`config.mk`:
```
export PLATFORM = sky130hd
export DESIGN_NAME = exec_seq
export DESIGN_NICKNAME = d
export VERILOG_FILES = /design/src/rtl/exec_pkg.sv /design/src/rtl/exec_seq_cnt.sv /design/src/rtl/exec_seq.sv
export SDC_FILE = /design/constraint.sdc
export NUM_CORES = 1
export LEC_CHECK = 0
export CORE_MARGIN = 2
export CORE_UTILIZATION = 48
export DETAILED_ROUTE_END_ITERATION = 8
export PLACE_DENSITY = 0.81
export SLEW_MARGIN = 20
export SYNTH_ARGS = -nofsm -noshare
export SYNTH_HDL_FRONTEND = slang
export SYNTH_SLANG_ARGS = --single-unit
export TNS_END_PERCENT = 1
```
`constraint.sdc`:
```
create_clock -name iClk -period 2.22 [get_ports iClk]
set_input_delay 0.666 -clock iClk [delete_from_list [all_inputs] [get_ports iClk]]
set_output_delay 0.666 -clock iClk [all_outputs]
set_load 0.005 [all_outputs]
```
`src/rtl/exec_pkg.sv`:
```
// rtl/exec_pkg.sv - shared encodings for the execute-stage write-back sequencer
package exec_pkg;

    // Sequencer states
    typedef enum logic [2:0] {
        ST_IDLE  = 3'd0,
        ST_SGL   = 3'd1,
        ST_MULW  = 3'd2,
        ST_DIVW  = 3'd3,
        ST_WRLO  = 3'd4,
        ST_WRHI  = 3'd5,
        ST_FAULT = 3'd6
    } exec_state_e;

    // Exec classes that need multi-cycle sequencing; every other class is single-cycle
    localparam logic [2:0] EXEC_MUL = 3'd4;
    localparam logic [2:0] EXEC_DIV = 3'd5;

    // Write-back source select codes
    localparam logic [2:0] SEL_ALU = 3'd0;
    localparam logic [2:0] SEL_SHF = 3'd1;
    localparam logic [2:0] SEL_LOG = 3'd2;
    localparam logic [2:0] SEL_MUL = 3'd3;
    localparam logic [2:0] SEL_DIV = 3'd4;
    localparam logic [2:0] SEL_CSR = 3'd5;
    localparam logic [2:0] SEL_IMM = 3'd6;
    localparam logic [2:0] SEL_PC  = 3'd7;

    // oSelOut[SEL_HI_BIT] picks the high half of a two-word result
    localparam int SEL_HI_BIT = 3;

    // Shared down-counter width; covers MUL_LAT-2 and DIV_TMO-1 up to 255
    localparam int CNT_W = 8;

    function automatic logic [3:0] sel_lo(input logic [2:0] src);
        return {1'b0, src};
    endfunction

    function automatic logic [3:0] sel_hi(input logic [2:0] src);
        return {1'b1, src};
    endfunction

endpackage

```
`src/rtl/exec_seq_cnt.sv`:
```
// rtl/exec_seq_cnt.sv - loadable down-counter for multiplier latency and divider watchdog
//
// Ports:
//   i_clk, i_rst_n : clock, asynchronous active-low reset
//   i_load         : load i_load_val (takes priority over decrement)
//   i_load_val     : value to load
//   i_dec          : decrement by one, saturating at zero
//   o_zero         : counter currently holds zero
module exec_seq_cnt #(
    parameter int W = 8
) (
    input  logic         i_clk,
    input  logic         i_rst_n,
    input  logic         i_load,
    input  logic [W-1:0] i_load_val,
    input  logic         i_dec,
    output logic         o_zero
);

    logic [W-1:0] r_cnt;

    always_ff @(posedge i_clk or negedge i_rst_n) begin
        if (!i_rst_n) begin
            r_cnt <= '0;
        end else if (i_load) begin
            r_cnt <= i_load_val;
        end else if (i_dec && (r_cnt != '0)) begin
            r_cnt <= r_cnt - 1'b1;
        end
    end

    assign o_zero = (r_cnt == '0);

endmodule

```
`src/rtl/exec_seq.sv`:
```
// rtl/exec_seq.sv - execute-stage sequencer for single-cycle, multiply and divide write-back
//
// Parameters:
//   MUL_LAT : cycles from accept to multiplier result at the write-back mux (1..7)
//   DIV_TMO : divider watchdog limit in cycles (only with EXEC_SEQ_DIV_TMO_EN)
// Build option:
//   EXEC_SEQ_DIV_TMO_EN : when defined, DIVW faults after DIV_TMO cycles without iDivDone
// Ports:
//   iClk, iRst_n        : clock, asynchronous active-low reset
//   iStart              : decoder request, sampled only in IDLE
//   iExec, iFunc, iBW   : exec class, function code, word(1)/byte(0) op
//   iSel                : write-back source for single-cycle ops
//   iFlush              : synchronous abort
//   iDivDone, iDivErr   : divider completion and fault qualifier
//   oSelOut             : write-back mux select, bit 3 = hi-word
//   oWrLo, oWrHi        : destination write strobes
//   oDivStart           : divider start pulse
//   oBusy, oDone, oFault: op in flight, final-cycle pulse, divide-fault pulse
module exec_seq
    import exec_pkg::*;
#(
    parameter int MUL_LAT = 2,
    parameter int DIV_TMO = 31
) (
    input  logic       iClk,
    input  logic       iRst_n,
    input  logic       iStart,
    input  logic [2:0] iExec,
    input  logic [3:0] iFunc,
    input  logic       iBW,
    input  logic [2:0] iSel,
    input  logic       iFlush,
    input  logic       iDivDone,
    input  logic       iDivErr,
    output logic [3:0] oSelOut,
    output logic       oWrLo,
    output logic       oWrHi,
    output logic       oDivStart,
    output logic       oBusy,
    output logic       oDone,
    output logic       oFault
);

    // MULW lasts MUL_LAT-1 cycles, so the counter starts one below that
    localparam logic [CNT_W-1:0] L_MUL_LOAD = CNT_W'((MUL_LAT > 1) ? (MUL_LAT - 2) : 0);

    exec_state_e     r_state;
    exec_state_e     w_next;
    logic [2:0]      r_sel;
    logic            r_bw;
    logic            r_is_div;
    logic [3:0]      r_func;
    logic            r_first;
    logic            w_accept;
    logic            w_cnt_load;
    logic [CNT_W-1:0] w_cnt_val;
    logic            w_cnt_dec;
    logic            w_cnt_zero;
    logic            w_unused;

    assign w_accept = (r_state == ST_IDLE) && iStart && !iFlush;

    // The sign selector only steers the datapath units, not the sequencing
    assign w_unused = ^{r_func, 1'(DIV_TMO)};

    exec_seq_cnt #(
        .W (CNT_W)
    ) u_cnt (
        .i_clk      (iClk),
        .i_rst_n    (iRst_n),
        .i_load     (w_cnt_load),
        .i_load_val (w_cnt_val),
        .i_dec      (w_cnt_dec),
        .o_zero     (w_cnt_zero)
    );

    always_ff @(posedge iClk or negedge iRst_n) begin
        if (!iRst_n) begin
            r_state  <= ST_IDLE;
            r_sel    <= '0;
            r_bw     <= 1'b0;
            r_is_div <= 1'b0;
            r_func   <= '0;
            r_first  <= 1'b0;
        end else begin
            r_state <= w_next;
            // oDivStart must fire only on the cycle DIVW is entered
            r_first <= w_accept && (w_next == ST_DIVW);
            if (w_accept) begin
                r_sel    <= iSel;
                r_bw     <= iBW;
                r_is_div <= (iExec == EXEC_DIV);
                r_func   <= iFunc;
            end
        end
    end

    always_comb begin
        w_next     = r_state;
        oSelOut    = '0;
        oWrLo      = 1'b0;
        oWrHi      = 1'b0;
        oDivStart  = 1'b0;
        oDone      = 1'b0;
        oFault     = 1'b0;
        w_cnt_load = 1'b0;
        w_cnt_val  = '0;
        w_cnt_dec  = 1'b0;

        case (r_state)
            ST_IDLE: begin
                if (w_accept) begin
                    if (iExec == EXEC_MUL) begin
                        if (MUL_LAT <= 1) begin
                            w_next = ST_WRLO;
                        end else begin
                            w_next     = ST_MULW;
                            w_cnt_load = 1'b1;
                            w_cnt_val  = L_MUL_LOAD;
                        end
                    end else if (iExec == EXEC_DIV) begin
                        w_next = ST_DIVW;
`ifdef EXEC_SEQ_DIV_TMO_EN
                        w_cnt_load = 1'b1;
                        w_cnt_val  = CNT_W'((DIV_TMO > 1) ? (DIV_TMO - 1) : 0);
`endif
                    end else begin
                        w_next = ST_SGL;
                    end
                end
            end
            ST_SGL: begin
                oSelOut = sel_lo(r_sel);
                oWrLo   = 1'b1;
                oDone   = 1'b1;
                w_next  = ST_IDLE;
            end
            ST_MULW: begin
                if (w_cnt_zero) begin
                    w_next = ST_WRLO;
                end else begin
                    w_cnt_dec = 1'b1;
                end
            end
            ST_DIVW: begin
                oDivStart = r_first;
                if (iDivDone) begin
                    w_next = iDivErr ? ST_FAULT : ST_WRLO;
                end
`ifdef EXEC_SEQ_DIV_TMO_EN
                // Completion on the limit cycle takes precedence over the timeout
                else if (w_cnt_zero) begin
                    w_next = ST_FAULT;
                end else begin
                    w_cnt_dec = 1'b1;
                end
`endif
            end
            ST_WRLO: begin
                oSelOut = sel_lo(r_is_div ? SEL_DIV : SEL_MUL);
                oWrLo   = 1'b1;
                // Divide always writes quotient and remainder; byte multiply has no high half
                if (r_is_div || r_bw) begin
                    w_next = ST_WRHI;
                end else begin
                    oDone  = 1'b1;
                    w_next = ST_IDLE;
                end
            end
            ST_WRHI: begin
                oSelOut = sel_hi(r_is_div ? SEL_DIV : SEL_MUL);
                oWrHi   = 1'b1;
                oDone   = 1'b1;
                w_next  = ST_IDLE;
            end
            ST_FAULT: begin
                oFault = 1'b1;
                oDone  = 1'b1;
                w_next = ST_IDLE;
            end
            default: begin
                w_next = ST_IDLE;
            end
        endcase

        // Flush silences the current cycle entirely and abandons the op
        if ((r_state != ST_IDLE) && iFlush) begin
            w_next     = ST_IDLE;
            oSelOut    = '0;
            oWrLo      = 1'b0;
            oWrHi      = 1'b0;
            oDivStart  = 1'b0;
            oDone      = 1'b0;
            oFault     = 1'b0;
            w_cnt_load = 1'b0;
            w_cnt_dec  = 1'b0;
        end
    end

    assign oBusy = (r_state != ST_IDLE);

endmodule

```
==> results of run 1 <==
-- cell type report --
class / instances / area share (%)
tap: 27 / 2.35
sequential: 17 / 29.6
multi-input combinational: 83 / 42.0
clock inverter: 1 / 0.348
timing repair buffer: 34 / 22.6
clock buffer: 3 / 1.57
inverter: 6 / 1.57
-- flip-flops by register name, summed over array words and instances (netlist names) --
name / cells
r_bw: 1
r_first: 1
r_is_div: 1
r_sel: 3
r_state: 3
u_cnt.r_cnt: 8
-- power breakdown --
| group | internal, mW | switching (mW) |
|---|---|---|
| clock network | 0.0670 | 0.0933 |
| logic | 0.165 | 0.140 |
| registers | 0.353 | 0.0295 |
| total | 0.585 | 0.263 |
-- logic make-up (layout without fill, tap and decap cells) --
kind of cell	count (synthesis)	after routing	synth area share, %
and+or+nand+nor	48	48	28.3
AOI/OAI and AO/OA	25	25	16.1
xor gates and xnor gates	3	3	2.49
DFF	17	17	40.3
muxes	5	5	5.22
buffers and inverters	13	44	5.10
adders and majority gates	2	2	2.37
-- worst max-delay path: stages, from the launching register on --
cell	delay [ns]
dfrtp_1	0.41
buf_6	0.16
o21bai_1	0.15
a31oi_1	0.16
nor2_1	0.05
dlygate4sd2_1	0.26
-- per-layer routing --
metal,routed length [um],global-route usage (%)
met5,0,0
met3,109,6.43
met2,1110,33.6
met4,17,6.31
met1,1020,26.7
-- how the worst max path moves through the flow --
stage	start	to	slack, ns	cells past startpoint
floorplan	iFlush	oSelOut[3]	0.28	3
CTS	r_state[1]	oBusy	0.004	4
detailed placement	iFlush	oSelOut[3]	-0.47	4
global route	r_state[2]	oDivStart	0.001	4
finish	r_state[1]	oDone	0.07	5
global placement	iFlush	oWrHi	-0.45	4
-- what timing repair did --
action / in CTS / in global routing
cloned: 1 / 0
gates resized for setup: 32 / 4
setup endpoints to repair: 13 / 4
pin swaps: 0 / 2
-- layout by cell type (no fill, tap or decap), types with 2 or more instances in the layout --
cell	instances
nor3_2	3
a31oi_1	2
inv_1	6
clkdlybuf4s50_1	11
nor2_1	8
clkdlybuf4s15_2	4
nor2b_1	2
ha_1	2
buf_4	8
o2111ai_1	2
or4_1	3
a211oi_1	4
or2b_1	2
clkdlybuf4s15_1	3
nand3b_1	2
o211ai_1	3
nor3_1	3
mux2_2	4
xnor2_1	2
dfrtp_1	17
and3_1	2
buf_6	4
nand2b_1	3
o21ai_0	3
clkbuf_4	3
a21oi_1	6
nand2_1	7
or3_1	2
dlygate4sd2_1	2
==> results by group, run 1 <==
GRT
  • Gr usage total: 20.7%
  • Largest net degree at the start of global routing: 18
  • First-pass GRT wire length: 3.99 mm
  • GR Overflow Total: 0
  • Initial antenna violation count: 0
  • Vias in the first global route: 930

Detailed routing
  • Pre-antenna DRT Iters: 4
  • Drt wl/cell: 13.3 um
  • Via Count: 939
  • Vias per Instance: 5.49
  • DRT antenna net count: 0
  • Drt total wl: 2.27 mm
  • DR iter-0 viols: 24
  • Remaining DRCs: 0

Setup path
  • Reg2Reg Depth: 5
  • CP Capture Type: primary output
  • Critical path type: reg2out
  • CP arrival: 1.48 ns
  • Reg-to-Reg End: u_cnt.r_cnt[5]
  • Critical R2R Launch: r_state[2]
  • Crit path required time: 1.55 ns
  • R2R setup slack: ~0.30 ns
  • CP max FO: 12
  • Critical path startpoint category: register

Floorplan
  • Core area: between 2000 and 2500 um2
  • Initial core utilization: a little over half
  • Total Die Area: 2590 um2
  • I/O pins: 27
  • Die width: 50.9 um
  • # rows: 16
  • Die Ht: about 51 um

Power
  • Leakage dissipation: 0.640 nW
  • PwrDens: 589 nW/um2
  • Power, Total: 848 uW
  • VDD IR max: 0.430 mV

Timing
  • Crit path time final: about 2.1 ns
  • Pins Over Slew Limit: 0
  • Clock skew: 0.00232 ns
  • PnR worst setup slack: 0.0737 ns
  • Slew @ Worst Pin: slightly below 0.4 ns
  • Hold Vio Cnt, Final: 0
  • Setup violators final: 0
  • Fmax: 466 MHz
  • Period utilisation layout: 96.7%
  • Setup tns final: 0 ns
  • Normalized max-slew margin: 73.8%
  • WHS: 0.507 ns
  • RSZ-0062 raised after global routing: no

Clock network
  • Clock transition at path regs: 0.09 ns
  • Setup Fix Bufs, Post-CTS: 0
  • H-tree levels: 1
  • Clk Latency, worst-skew pair: 0.29 ns
  • Clock root buffer: clkbuf_4
  • Max clock buf depth: 2
  • Cts bufs inserted: 3
  • CTS tree: done
  • Hold buffer count at CTS: 0
  • Sink Count: 17

Layout
  • Fin area: about 1400 um2
  • Share of cells above drive strength 1: ~26%
  • Seq. cell area: 425 um2
  • N_diodes: 0
  • Area Overhead vs Synth: 36.4%
  • Area of the multi-input gates: just over 600 um2
  • Cell Count, Final, Fillers Out: 171
  • Final net count: 164
  • Layout Utilization: 71.2%
  • Filler instances: 159

Synth
  • Syn_area_per_cell: between 9 and 10 um2
  • #FFs+latches synth: 17
  • Area share of the largest cell type after synthesis: 40.3%
  • Syn Inst Count: 113
  • Synth unique cells: 41
  • Sequential fraction of the synthesis area: 40.3%
  • Synth async-reset ratio: 100%
  • Top-count cell post-synth: dfrtp_1
  • Synth Flop Type: dfrtp_1
  • Post-Syn Area: 1050 um2
  • Total nets after synthesis: about 130
  • Post-synth EDFFs: 0
  • Top cell type by total area after synthesis: dfrtp_1
  • Synthesis warning total: 0
  • Synth top area cells: dfrtp_1, mux2_2, nor2_1
  • Post-synth top cells: dfrtp_1, nor2_1, nand2_1

Hold path
  • Hold_sp: u_cnt.r_cnt[5]
  • Worst min path class: reg2reg
  • Hold Crit Depth: 1
  • Hold path endpoint: u_cnt.r_cnt[5]

Placement
  • Worst slack, placed: -0.466 ns
  • DP HPWL: 1.73 mm
  • Routability cong.: 0.859
  • Area after detailed placement: 1360 um2
  • IO buf count: 22
  • # placed instances: 166

Outcome
  • Status: finished, final reports clean

Flow run
  • Max Cap Viol: 0
(Power assumes the default switching activity.)
==> run 2, diff against run 1 <==
==> constraint.sdc (replaced) <==
create_clock -name iClk -period 2 [get_ports iClk]
set_input_delay 0.6 -clock iClk [delete_from_list [all_inputs] [get_ports iClk]]
set_output_delay 0.6 -clock iClk [all_outputs]
set_load 0.005 [all_outputs]
==> run 2 against run 1 <==
  * The flow now finishes with violations (setup timing)
  * Routed wire length rose by 25%
  * Via count rose by 12%
  * Sequential cell count did not move
  * Worst hold slack improved by 0.012 ns
  * Worst setup slack got worse by 0.090 ns
  * Clock power rose by 25%
  * Sequential power rose by 13%
  * Die area did not move
  * Clock skew rose by 0.010 ns
  * Largest power group is now combinational cells
==> results by group, run 2 (synthesis gave the netlist of run 1 again) <==
Outcome
  • Status: complete, but fails checks (was finished, final reports clean)
  • Violated checks: setup timing

Layout
  • Area of the multi-input gates: 664 um2 (was 604 um2)
  • Max reg flops: 8 (unchanged)
  • Final net count: 178 (was 164)
  • Area Overhead vs Synth: 49.2% (was 36.4%)
  • Biggest regs: u_cnt.r_cnt (8), r_sel (3), r_state (3) (unchanged)
  • Seq. cell area: 427 um2 (was 425 um2)
  • Register with the most flip-flops: u_cnt.r_cnt (unchanged)
  • Commonest non-fill, non-tap cells in the layout: buf_4, dfrtp_1, clkdlybuf4s50_1 (was dfrtp_1, clkdlybuf4s50_1, nor2_1, buf_4, nand2_1)
  • Filler instances: 123 (was 159)
  • Most common library cell in the layout ignoring fill and taps: buf_4 (was dfrtp_1)
  • Cell Count, Final, Fillers Out: 185 (was 171)
  • Share of cells above drive strength 1: 41.1% (was 25.7%)
  • N_diodes: 0 (unchanged)

Placement
  • # placed instances: 169 (was 166)
  • IO buf count: 22 (unchanged)
  • Worst slack, placed: -0.555 ns (was -0.466 ns)
  • Routability cong.: 0.912 (was 0.859)
  • DP HPWL: 1.79 mm (was 1.73 mm)

Setup path
  • CP max FO: 9 (was 12)
  • Crit path required time: 1.40 ns (was 1.55 ns)
  • Critical R2R Launch: r_state[2] (unchanged)
  • R2R setup slack: 0.10 ns (was 0.30 ns)
  • CP Capture Type: primary output (unchanged)
  • Critical path startpoint category: register (unchanged)
  • Critical path type: reg2out (unchanged)
  • CP arrival: 1.42 ns (was 1.48 ns)
  • Reg2Reg Depth: 7 (was 5)
  • Reg-to-Reg End: u_cnt.r_cnt[4] (was u_cnt.r_cnt[5])

Hold path
  • Hold_sp: r_sel[0] (was u_cnt.r_cnt[5])
  • Hold path endpoint: r_sel[0] (was u_cnt.r_cnt[5])
  • Hold Crit Depth: 1 (unchanged)
  • Worst min path class: reg2reg (unchanged)

Timing
  • Pins Over Slew Limit: 0 (unchanged)
  • Clock skew: 0.0125 ns (was 0.00232 ns)
  • RSZ-0062 raised after global routing: yes (was no)
  • Crit path time final: 2.02 ns
  • Period utilisation layout: 101%
  • Normalized max-slew margin: 78.5% (was 73.8%)
  • Setup violators final: 2 (was 0)
  • PnR worst setup slack: -0.0166 ns (was 0.0737 ns)
  • Setup tns final: -0.0185 ns (was 0 ns)
  • Hold Vio Cnt, Final: 0 (unchanged)
  • Slew @ Worst Pin: 0.322 ns (was 0.392 ns)
  • Fmax: 496 MHz
  • WHS: 0.519 ns (was 0.507 ns)

Floorplan
  • Total Die Area: 2590 um2 (unchanged)
  • Die width: 50.9 um (unchanged)
  • # rows: 16 (unchanged)
  • Core area: 2020 um2 (unchanged)
  • I/O pins: 27 (unchanged)
  • Initial core utilization: 52.2% (unchanged)
  • Die Ht: 50.9 um (unchanged)

Power
  • Power, Total: 1.07 mW (was 848 uW)
  • PwrDens: 680 nW/um2 (was 589 nW/um2)
  • VDD IR max: 0.638 mV (was 0.430 mV)
  • Leakage dissipation: 0.710 nW (was 0.640 nW)

Detailed routing
  • Via Count: 1,048 (was 939)
  • DRT antenna net count: 0 (unchanged)
  • DR iter-0 viols: 18 (was 24)
  • Drt total wl: 2.84 mm (was 2.27 mm)
  • Pre-antenna DRT Iters: 5 (was 4)
  • Remaining DRCs: 0 (unchanged)
  • Vias per Instance: 5.66 (was 5.49)
  • Drt wl/cell: 15.4 um (was 13.3 um)

GRT
  • First-pass GRT wire length: 4.70 mm (was 3.99 mm)
  • Largest net degree at the start of global routing: 18 (unchanged)
  • Gr usage total: 24.7% (was 20.7%)
  • GR Overflow Total: 0 (unchanged)
  • Vias in the first global route: 1,068 (was 930)
  • Initial antenna violation count: 0 (unchanged)

Clock network
  • Cts bufs inserted: 3 (unchanged)
  • Clock transition at path regs: 0.10 ns (was 0.09 ns)
  • Sink Count: 17 (unchanged)
  • Clk Latency, worst-skew pair: 0.31 ns (was 0.29 ns)
  • Clock root buffer: clkbuf_4 (unchanged)
  • Max clock buf depth: 2 (unchanged)
  • CTS tree: done (unchanged)
  • H-tree levels: 1 (unchanged)

Flow run
  • Max Cap Viol: 0 (unchanged)
-- run 2: cell types whose count changed in the layout (fill, tap and decap cells not counted), moves of 3 or more --
cell | previous run | this run
clkdlybuf4s15_2 | 4 | 1
clkdlybuf4s15_1 | 3 | 0
buf_2 | 1 | 9
buf_4 | 8 | 19
-- run 2: how the worst max path moves through the flow --
stage,start,slack [ns],end
CTS,r_state[2],-0.11,oSelOut[1]
finish,r_state[2],-0.02,oSelOut[0]
global placement,iFlush,-0.53,oWrHi
detailed placement,iFlush,-0.56,oSelOut[3]
global route,r_state[2],-0.08,oWrLo
floorplan,iFlush,0.16,u_cnt.r_cnt[5]
-- run 2: area by class of cell --
type	instances	area share (%)
clock buffers	3	1.43
clock inverters	1	0.318
inverters	6	1.43
multi-input cells	83	42.2
flip-flops and latches	17	27.1
well taps	27	2.15
repair buffers	48	25.4
-- run 2: per-stage QoR --
stage / util, % / area, um2
after global routing: 77.8 / 1570
after detailed placement: 68.4 / 1380
after floorplan: - / 1050
final: 77.8 / 1570
after CTS: 74.8 / 1510
after global placement: 68.4 / 1380
-- run 2: repair_timing --
| action | in CTS | in global routing |
|---|---|---|
| resized for setup | 47 | 16 |
| endpoints found under the setup margin | 14 | 12 |
| gates cloned | 1 | 0 |
| pin swaps | 3 | 9 |
| hold buffers | 0 | 0 |
| buffers inserted | 9 | 2 |
-- run 2: worst max-delay path: stages, from the launching register on --
cell,delay (ns)
dfrtp_2,0.43
buf_6,0.12
buf_12,0.11
nand2b_1,0.09
a211oi_2,0.19
buf_2,0.16
-- run 2: power by group --
| group | leakage (nW) | switching, mW | internal (mW) |
|---|---|---|---|
| logic | 0.468 | 0.201 | 0.240 |
| clock network | 0.0177 | 0.125 | 0.0749 |
| registers | 0.225 | 0.0372 | 0.393 |
-- run 2: layer usage --
layer	track usage (%)	wire, um	up-vias	share of wire [%]
li1	-	-	499	-
met4	12.2	79	0	2.8
met2	41.4	1460	26	51
met5	0	0	-	0
met1	30.3	1200	516	42
met3	4.68	106	7	3.7
